`src/rtl/xbar_pkg.sv`:
```
// Shared types and control-word layout helpers for the buffered stream crossbar.
// The control word packs one {en, sel} field per output, output 0 in the LSBs.
package xbar_pkg;

    typedef enum logic {
        ACTIVE = 1'b0,
        DRAIN  = 1'b1
    } xbar_state_e;

    // A single-input crossbar still carries a 1-bit select field.
    function automatic int calc_sel_w(input int n_inputs);
        return (n_inputs > 1) ? $clog2(n_inputs) : 1;
    endfunction

    function automatic int field_lsb(input int j, input int sel_w);
        return j * (sel_w + 1);
    endfunction

    function automatic int en_bit(input int j, input int sel_w);
        return j * (sel_w + 1) + sel_w;
    endfunction

endpackage

```
`src/rtl/stream_fifo.sv`:
```
// Registered output FIFO for one crossbar output.
// No pop-through: a push is accepted only while count < FIFO_DEPTH.
module stream_fifo #(
    parameter int BIT_WIDTH  = 32,
    parameter int FIFO_DEPTH = 2
) (
    input  logic                          clk,
    input  logic                          reset,
    input  logic                          push,
    input  logic [BIT_WIDTH-1:0]          push_data,
    input  logic                          pop,
    output logic [BIT_WIDTH-1:0]          pop_data,
    output logic                          full,
    output logic                          empty,
    output logic [$clog2(FIFO_DEPTH):0]   count
);

    localparam int AW = $clog2(FIFO_DEPTH);
    localparam logic [AW:0] DEPTH_C = (AW + 1)'(FIFO_DEPTH);

    logic [BIT_WIDTH-1:0] mem [FIFO_DEPTH];
    logic [AW-1:0]        rd_ptr;
    logic [AW-1:0]        wr_ptr;
    logic [AW:0]          cnt;
    logic                 do_push;
    logic                 do_pop;

    assign full     = (cnt == DEPTH_C);
    assign empty    = (cnt == '0);
    assign count    = cnt;
    assign pop_data = mem[rd_ptr];
    assign do_push  = push && !full;
    assign do_pop   = pop && !empty;

    always_ff @(posedge clk) begin
        if (reset) begin
            rd_ptr <= '0;
            wr_ptr <= '0;
            cnt    <= '0;
            for (int k = 0; k < FIFO_DEPTH; k++) begin
                mem[k] <= '0;
            end
        end else begin
            if (do_push) begin
                mem[wr_ptr] <= push_data;
                wr_ptr      <= wr_ptr + 1'b1;
            end
            if (do_pop) begin
                rd_ptr <= rd_ptr + 1'b1;
            end
            case ({do_push, do_pop})
                2'b10:   cnt <= cnt + 1'b1;
                2'b01:   cnt <= cnt - 1'b1;
                default: cnt <= cnt;
            endcase
        end
    end

endmodule

```
`src/rtl/stream_xbar_buffered.sv`:
```
// N-input x M-output val/rdy crossbar with per-output FIFOs, multicast routing,
// and a drain-before-reconfigure handshake on the control port.
//
//   state  | meaning
//   -------+-------------------------------------------------------------
//   ACTIVE | routing with cfg; control_val requests a reconfiguration
//   DRAIN  | inputs stalled, FIFOs emptying; load control once all empty
module stream_xbar_buffered
    import xbar_pkg::*;
#(
    parameter int BIT_WIDTH  = 32,
    parameter int N_INPUTS   = 2,
    parameter int N_OUTPUTS  = 2,
    parameter int FIFO_DEPTH = 2,
    parameter int SEL_W      = calc_sel_w(N_INPUTS),
    parameter int CFG_W      = N_OUTPUTS * (SEL_W + 1)
) (
    input  logic                            clk,
    input  logic                            reset,
    input  logic [N_INPUTS*BIT_WIDTH-1:0]   recv_msg,
    input  logic [N_INPUTS-1:0]             recv_val,
    output logic [N_INPUTS-1:0]             recv_rdy,
    output logic [N_OUTPUTS*BIT_WIDTH-1:0]  send_msg,
    output logic [N_OUTPUTS-1:0]            send_val,
    input  logic [N_OUTPUTS-1:0]            send_rdy,
    input  logic [CFG_W-1:0]                control,
    input  logic                            control_val,
    output logic                            control_rdy,
    output logic [CFG_W-1:0]                cfg_o,
    output logic                            draining_o
);

    localparam int CNT_W = $clog2(FIFO_DEPTH) + 1;

    xbar_state_e            state;
    logic [CFG_W-1:0]       cfg;
    logic [CFG_W-1:0]       cfg_rst;
    logic [SEL_W-1:0]       sel [N_OUTPUTS];
    logic [N_OUTPUTS-1:0]   route_en;
    logic [N_OUTPUTS-1:0]   fifo_full;
    logic [N_OUTPUTS-1:0]   fifo_empty;
    logic [N_OUTPUTS-1:0]   push;
    logic [N_OUTPUTS-1:0]   pop;
    logic [BIT_WIDTH-1:0]   push_data [N_OUTPUTS];
    logic [CNT_W-1:0]       fifo_count [N_OUTPUTS];
    logic [N_INPUTS-1:0]    any_dest;
    logic [N_INPUTS-1:0]    blocked;
    logic [N_INPUTS-1:0]    fire;
    logic                   all_empty;

    always_comb begin
        cfg_rst = '0;
        for (int j = 0; j < N_OUTPUTS; j++) begin
            cfg_rst[en_bit(j, SEL_W)]               = 1'b1;
            cfg_rst[field_lsb(j, SEL_W) +: SEL_W]   = SEL_W'(j % N_INPUTS);
        end
    end

    // Out-of-range selects behave exactly like a cleared enable.
    always_comb begin
        for (int j = 0; j < N_OUTPUTS; j++) begin
            sel[j]      = cfg[field_lsb(j, SEL_W) +: SEL_W];
            route_en[j] = cfg[en_bit(j, SEL_W)] && (int'(sel[j]) < N_INPUTS);
        end
    end

    always_comb begin
        any_dest = '0;
        blocked  = '0;
        for (int i = 0; i < N_INPUTS; i++) begin
            for (int j = 0; j < N_OUTPUTS; j++) begin
                if (route_en[j] && (int'(sel[j]) == i)) begin
                    any_dest[i] = 1'b1;
                    if (fifo_full[j]) begin
                        blocked[i] = 1'b1;
                    end
                end
            end
        end
    end

    assign recv_rdy = (state == ACTIVE) ? (any_dest & ~blocked) : '0;
    assign fire     = recv_val & recv_rdy;

    // Every destination of an input sees the same fire bit, so multicast is atomic.
    always_comb begin
        for (int j = 0; j < N_OUTPUTS; j++) begin
            push[j]      = 1'b0;
            push_data[j] = '0;
            for (int i = 0; i < N_INPUTS; i++) begin
                if (route_en[j] && (int'(sel[j]) == i)) begin
                    push[j]      = fire[i];
                    push_data[j] = recv_msg[i*BIT_WIDTH +: BIT_WIDTH];
                end
            end
        end
    end

    always_comb begin
        all_empty = 1'b1;
        for (int j = 0; j < N_OUTPUTS; j++) begin
            if (fifo_count[j] != '0) begin
                all_empty = 1'b0;
            end
        end
    end

    assign send_val    = ~fifo_empty;
    assign pop         = ~fifo_empty & send_rdy;
    assign control_rdy = (state == DRAIN) && all_empty;
    assign cfg_o       = cfg;

    for (genvar j = 0; j < N_OUTPUTS; j++) begin : g_out
        stream_fifo #(
            .BIT_WIDTH  (BIT_WIDTH),
            .FIFO_DEPTH (FIFO_DEPTH)
        ) u_fifo (
            .clk       (clk),
            .reset     (reset),
            .push      (push[j]),
            .push_data (push_data[j]),
            .pop       (pop[j]),
            .pop_data  (send_msg[j*BIT_WIDTH +: BIT_WIDTH]),
            .full      (fifo_full[j]),
            .empty     (fifo_empty[j]),
            .count     (fifo_count[j])
        );
    end

    always_ff @(posedge clk) begin
        if (reset) begin
            state      <= ACTIVE;
            cfg        <= cfg_rst;
            draining_o <= 1'b0;
        end else begin
            case (state)
                ACTIVE: begin
                    if (control_val) begin
                        state      <= DRAIN;
                        draining_o <= 1'b1;
                    end
                end
                DRAIN: begin
                    if (!control_val) begin
                        state      <= ACTIVE;
                        draining_o <= 1'b0;
                    end else if (all_empty) begin
                        cfg        <= control;
                        state      <= ACTIVE;
                        draining_o <= 1'b0;
                    end
                end
            endcase
        end
    end

endmodule

```
`config.mk`:
```
export PLATFORM = sky130hd
export DESIGN_NAME = stream_xbar_buffered
export DESIGN_NICKNAME = d
export VERILOG_FILES = /design/src/rtl/xbar_pkg.sv /design/src/rtl/stream_fifo.sv /design/src/rtl/stream_xbar_buffered.sv
export SDC_FILE = /design/constraint.sdc
export NUM_CORES = 1
export LEC_CHECK = 0
export ABC_AREA = 1
export CAP_MARGIN = 20
export CORE_MARGIN = 2
export CORE_UTILIZATION = 41
export CTS_BUF_LIST = sky130_fd_sc_hd__clkbuf_8
export CTS_CLUSTER_SIZE = 24
export DETAILED_ROUTE_END_ITERATION = 12
export DONT_BUFFER_PORTS = 1
export PLACE_DENSITY = 0.51
export SETUP_SLACK_MARGIN = 0.15
export SLEW_MARGIN = 20
export SYNTH_ARGS = -nofsm -noshare
export SYNTH_HDL_FRONTEND = slang
export SYNTH_HIERARCHICAL = 1
export SYNTH_SLANG_ARGS = --single-unit
```
`constraint.sdc`:
```
create_clock -name clk -period 5.75 [get_ports clk]
set_clock_uncertainty 0.05 [all_clocks]
set_input_delay 0.2875 -clock clk [delete_from_list [all_inputs] [get_ports clk]]
set_output_delay 0.2875 -clock clk [all_outputs]
set_load 0.01 [all_outputs]
```
* Yosys cells after proc, flatten, opt, wreduce, memory -nomap -nowiden
Memory sizes are Yosys's and may differ from the RTL's. A register that Yosys moved wholly into a read port is not among the register bits.
Cells that the tools add are included.
W data, S select, Z words.
** Operators by class
- Add/subtract/negate cells :: 8
- Equality and inequality tests :: 8
- Muxes and demuxes :: 50
- Bitwise gates (word level) :: 8
- Reductions and logical operators :: 23
** Operators by type and width (number)
- $mux W32 :: 6
- $reduce_or A32 Y1 :: 2
- $mux W1 :: 39
- $logic_and A1 B1 Y1 :: 9
- $eq A2 B2 Y1 const B :: 4
- $pmux W2 S2 :: 2
- $reduce_bool A2 Y1 :: 4
- $and A2 B2 Y2 :: 3
- $add A1 B1 Y1 const B :: 4
- $add A2 B1 Y2 const B :: 2
- $eq A2 B1 Y1 const B :: 2
- $logic_not A1 Y1 :: 4
- $logic_not A2 Y1 :: 2
- $not A2 Y2 :: 2
- $pmux W1 S2 :: 2
- $sub A2 B1 Y2 const B :: 2
- $ne A3 B2 Y1 const B :: 1
- $not A1 Y1 :: 3
- $reduce_and A3 Y1 :: 1
- $mux W2 :: 1
- $ne A2 B2 Y1 const B :: 1
- $reduce_and A2 Y1 :: 1
** Word-level totals
- Register bits :: 14
- RAM bits :: 128
- Bits of input ports :: 75
- Output and inout port bits :: 74
- Logic and storage cells :: 108
- Memories :: 2
** Memory list
- g_out[0].u_fifo.mem :: words 2, width 32, rd ports 1, clocked after memory_dff 1, write ports 2, line stream_fifo.sv:21 : logic [BIT_WIDTH-1:0] mem [FIFO_DEPTH];
- g_out[1].u_fifo.mem :: words 2, width 32, rd ports 1, clocked after memory_dff 1, write ports 2, line stream_fifo.sv:21

* Depth between registers and ports, before layout
- Depth in word-level cells :: 17
- Depth in mapped cells :: 14
- Mapped depth without buffers :: 14

* Hierarchy
The synthesis kept the hierarchy.
** By module, submodules not included
- stream_fifo :: times used 2, cells an instance 242, area an instance 3109.2 um2, sequential area each 2021.9 um2
- stream_xbar_buffered :: times used 1, cells an instance 203, area an instance 1078.5 um2, sequential area each 120.1 um2

* Worst setup path before layout
Ideal clock, no wire load.
- Kind :: reg-to-reg
- Start point :: register cfg[3], in the netlist cfg_o[3]
- End point :: memory g_out[0].u_fifo.mem[0][0], enable pin
- Setup time :: 0.389 ns
- Data arrival time :: 2.229 ns
- Required time :: 5.311 ns
- Setup slack :: 3.081 ns
- Cell stages (with the launch flop) :: 12
- Buffers on the path :: 1
- Period minus slack after synthesis :: 2.669 ns
- Cells stage by stage :: dfxtp_1 > nand2_2 > nand2_1 > nand2_1 > nor2_2 > nand3b_1 > nand2_1 > inv_1 > nor2_4 > nand3b_4 > buf_6 > nand2_1
** RTL lines
- start, declared :: line stream_xbar_buffered.sv:36 : logic [CFG_W-1:0] cfg;
- start signal, assigned :: line stream_xbar_buffered.sv:133 : cfg <= cfg_rst;
- start signal, assigned :: line stream_xbar_buffered.sv:148 : cfg <= control;
- end, declared :: line stream_fifo.sv:21

==> flow_metrics.env <==
export IMPL_clockBufferDepth=2
export IMPL_placed_area_um2=7380
export IMPL_insertion_delay_ps=430
export IMPL_post_route_util=0.450
export IMPL_powerDensity_nw_per_um2=363
export IMPL_synthesis_nets=764
export IMPL_dieArea_um2=18900
export IMPL_setup_tns_ps=0
export IMPL_grt_busiest_layer="met2"
export IMPL_detail_route_iter0_violations=285
export IMPL_min_period_ps=3600
export IMPL_hold_path_class="input pin to flip-flop"
export IMPL_power_leakage_uw=0.00336
export IMPL_crit_slowest_cell="nand2_1"
export IMPL_r2r_start="cfg_o[1]"
export IMPL_critPathCapture="g_out[0].u_fifo/mem[1][25]"
export IMPL_wire_per_inst_um=18.8
export IMPL_yosysTopAreaCell="edfxtp_1"
export IMPL_clock_sinks=144
export IMPL_reg2reg_slack_ps=2150
export IMPL_slew_headroom=0.563
export IMPL_rsz0062_at_grt="false"
export IMPL_crit_arrival_ps=3670
export IMPL_syn_inst=687
export IMPL_power_uw=2840
export IMPL_core_rowCount=48
export IMPL_met3_usage=0.0839
export IMPL_fmax_mhz=278
export IMPL_die_w_um=137
export IMPL_syn_to_final_growth_pct=7.15
export IMPL_grt_pass1_vias=4743
export IMPL_cts_repair_resized=0
export IMPL_vdd_drop_max_mv=0.127
export IMPL_drc_errors=0
export IMPL_timing_final_hold_violations=0
export IMPL_avgSynthCellArea_um2=10.6
export IMPL_ff2ff_path_depth=11
export IMPL_core_area_um2=17400
export IMPL_fp_dieH_um=137
export IMPL_initial_core_util=0.420
export IMPL_crit_buf_inv=2
export IMPL_viasPerCell=5.08
export IMPL_antenna_found_initial=0
export IMPL_cap_violations=0
export IMPL_path_cells="nand2_2 -> nand2_1 -> nand2_1 -> nor2_2 -> nand3_1 -> nand2_1 -> inv_1 -> nor2_4 -> nand3_4 -> nand2_1 -> buf_4"
export IMPL_grt_pass1_wl_um=26100
export IMPL_path_delay_family="simple AND/OR/NAND/NOR gates"
export IMPL_h_tree_depth=4
export IMPL_io_pins=149
export IMPL_port_buffers=0
export IMPL_synthTopCellsByArea="edfxtp_1 (53%), mux2_2 (9.3%), inv_1 (7.8%), nor2_2 (6.2%), o22ai_1 (5.5%)"
export IMPL_setup_viol_count_final=0
export IMPL_worstMarginPinSlew_ps=654
export IMPL_track_usage=0.191
export IMPL_synth_top_area_frac=0.527
export IMPL_grt_use_met2=0.332
export IMPL_cp_end_kind="flip-flop"
export IMPL_vias=4704
export IMPL_netlist_top_cells_count="inv_1 (151), edfxtp_1 (128), nor2_1 (85)"
export IMPL_syn_cell_area_um2=7300
export IMPL_crit_path_start_kind="flip-flop"
export IMPL_yosysWarningCount=6
export IMPL_run_status="finished clean"
export IMPL_yosysMostFrequentCell="inv_1"
export IMPL_nNetsFinal=767
export IMPL_slowest_delay_ps=650
export IMPL_worst_setup_path_type="flip-flop to flip-flop"
export IMPL_grt_ovfl_total=0
export IMPL_path_depth=11
export IMPL_met1_usage=0.214
export IMPL_numCtsBuffers=17
export IMPL_num_antenna_cells=0
export IMPL_grt_max_degree=35
export IMPL_async_reset_ff_frac=0
export IMPL_place_hpwl_um=12800
export IMPL_ctsRootBufferMaster="clkbuf_8"
export IMPL_crit_top_cell="nand2_1"
export IMPL_ys_flop_type="edfxtp_1"
export IMPL_cp_max_fo=34
export IMPL_clk_pin_slew_ps=70
export IMPL_gp_congestion=0.945
export IMPL_fillers=1676
export IMPL_dr_pass1_iters=5
export IMPL_reg2reg_to="g_out[0].u_fifo/mem[1][25]"
export IMPL_wl_um=17400
export IMPL_drtAntennaViolNets=0
export IMPL_critPathRequiredTime_ps=5820
export IMPL_startpoint="cfg_o[1]"
export IMPL_fin_area_um2=7820
export IMPL_ys_types=24
export IMPL_timing_final_crit_share=0.626
export IMPL_ys_seq_elements=144
export IMPL_drv_slew=0
export IMPL_synth_edf_count=128
export IMPL_ys_seq_area_frac=0.571
export IMPL_drive_gt1_frac=0.241
export IMPL_cts_tree="yes"
-- what timing repair did --
item                      4_1_cts  5_1_grt
hold buffers                   10        0
hold endpoints to repair        6        0
buffers inserted                0        0
-- layout by cell type, fill, tap and decap left out --
cell,netlist,layout
dfxtp_1,16,16
mux2_1,4,4
nand4_1,3,3
clkinvlp_4,0,2
nand3b_1,2,2
clkinv_1,2,7
nor2_2,72,72
nor2_1,85,85
nand2_2,4,4
clkbuf_8,0,17
o21ai_0,5,5
a21oi_1,3,3
nand3_1,15,15
dlygate4sd3_1,0,10
o22ai_1,64,64
mux2_2,60,60
ha_1,2,2
buf_4,6,6
nand3b_4,2,2
bufinv_16,0,2
inv_1,151,155
nand2_1,33,33
nand3_4,2,2
nor2_4,2,2
edfxtp_1,128,128
-- worst min-delay path by stage --
| stage | from | to | slack [ps] | cells after the start |
|---|---|---|---|---|
| 2_1_floorplan | reset | state | 310 | 1 |
| 3_3_place_gp | reset | state | 310 | 1 |
| 3_5_place_dp | reset | state | 320 | 1 |
| 4_1_cts | control_val | cfg_o[2] | 110 | 3 |
| 5_1_grt | control_val | cfg_o[2] | 150 | 3 |
| 6_report | control_val | cfg_o[2] | 150 | 3 |
-- flip-flops by register name, summed over array words and instances, names as in the netlist, named ones only --
name                 cells
g_out.u_fifo/mem       128
cfg_o                    4
g_out.u_fifo/count       4
g_out.u_fifo/rd_ptr      2
g_out.u_fifo/wr_ptr      2
draining_o               1
state                    1
-- stage by stage --
stage / worst slack (ps) / cells / hold WS, ps
5_1_grt: 1780 / 926 / 148
6_report: 2150 / 926 / 149
4_1_cts: 2120 / 926 / 110
3_3_place_gp: 2300 / 886 / 312
3_5_place_dp: 2130 / 886 / 316
2_1_floorplan: 3080 / 687 / 310
-- worst register-to-register path, cell delays in order, from the launching register on --
cell and delay (ps):
dfxtp_1 510, nand2_2 440, nand2_1 190, nand2_1 90, nor2_2 220, nand3_1 110, nand2_1 90, inv_1 60
nor2_4 160, nand3_4 350, nand2_1 650, buf_4 380
-- where the power goes --
part           internal [uW]  total (uW)  switching [uW]
clock                    366         712             346
sequential              1310        1370            59.7
combinational            240         757             518
-- layer usage --
| layer | vias to the layer above | routed length, um |
|---|---|---|
| met3 | 8 | 1740 |
| met4 | 0 | 141 |
| met5 | - | 0 |
| met1 | 2250 | 6720 |
| li1 | 2257 | - |
| met2 | 189 | 8830 |
-- kinds of logic after synthesis --
kind of cell	share of synthesized area
AND/OR/NAND/NOR	0.154
buffers and inverters	0.113
flip-flops	0.571
AO/OA/AOI/OAI	0.0604
multiplexers	0.0988
adder cells (fa/ha/maj)	0.00343
-- area by class of cell --
type	count	area, um2	area share
flip-flops and latches	144	4160	0.533
multi-input cells	358	2310	0.296
inverters	153	574	0.0735
well taps	225	282	0.0360
clock buffers	17	234	0.0299
repair buffers	16	145	0.0186
clock inverters	13	109	0.0139
Note: power is estimated with default switching activity, not from simulation.
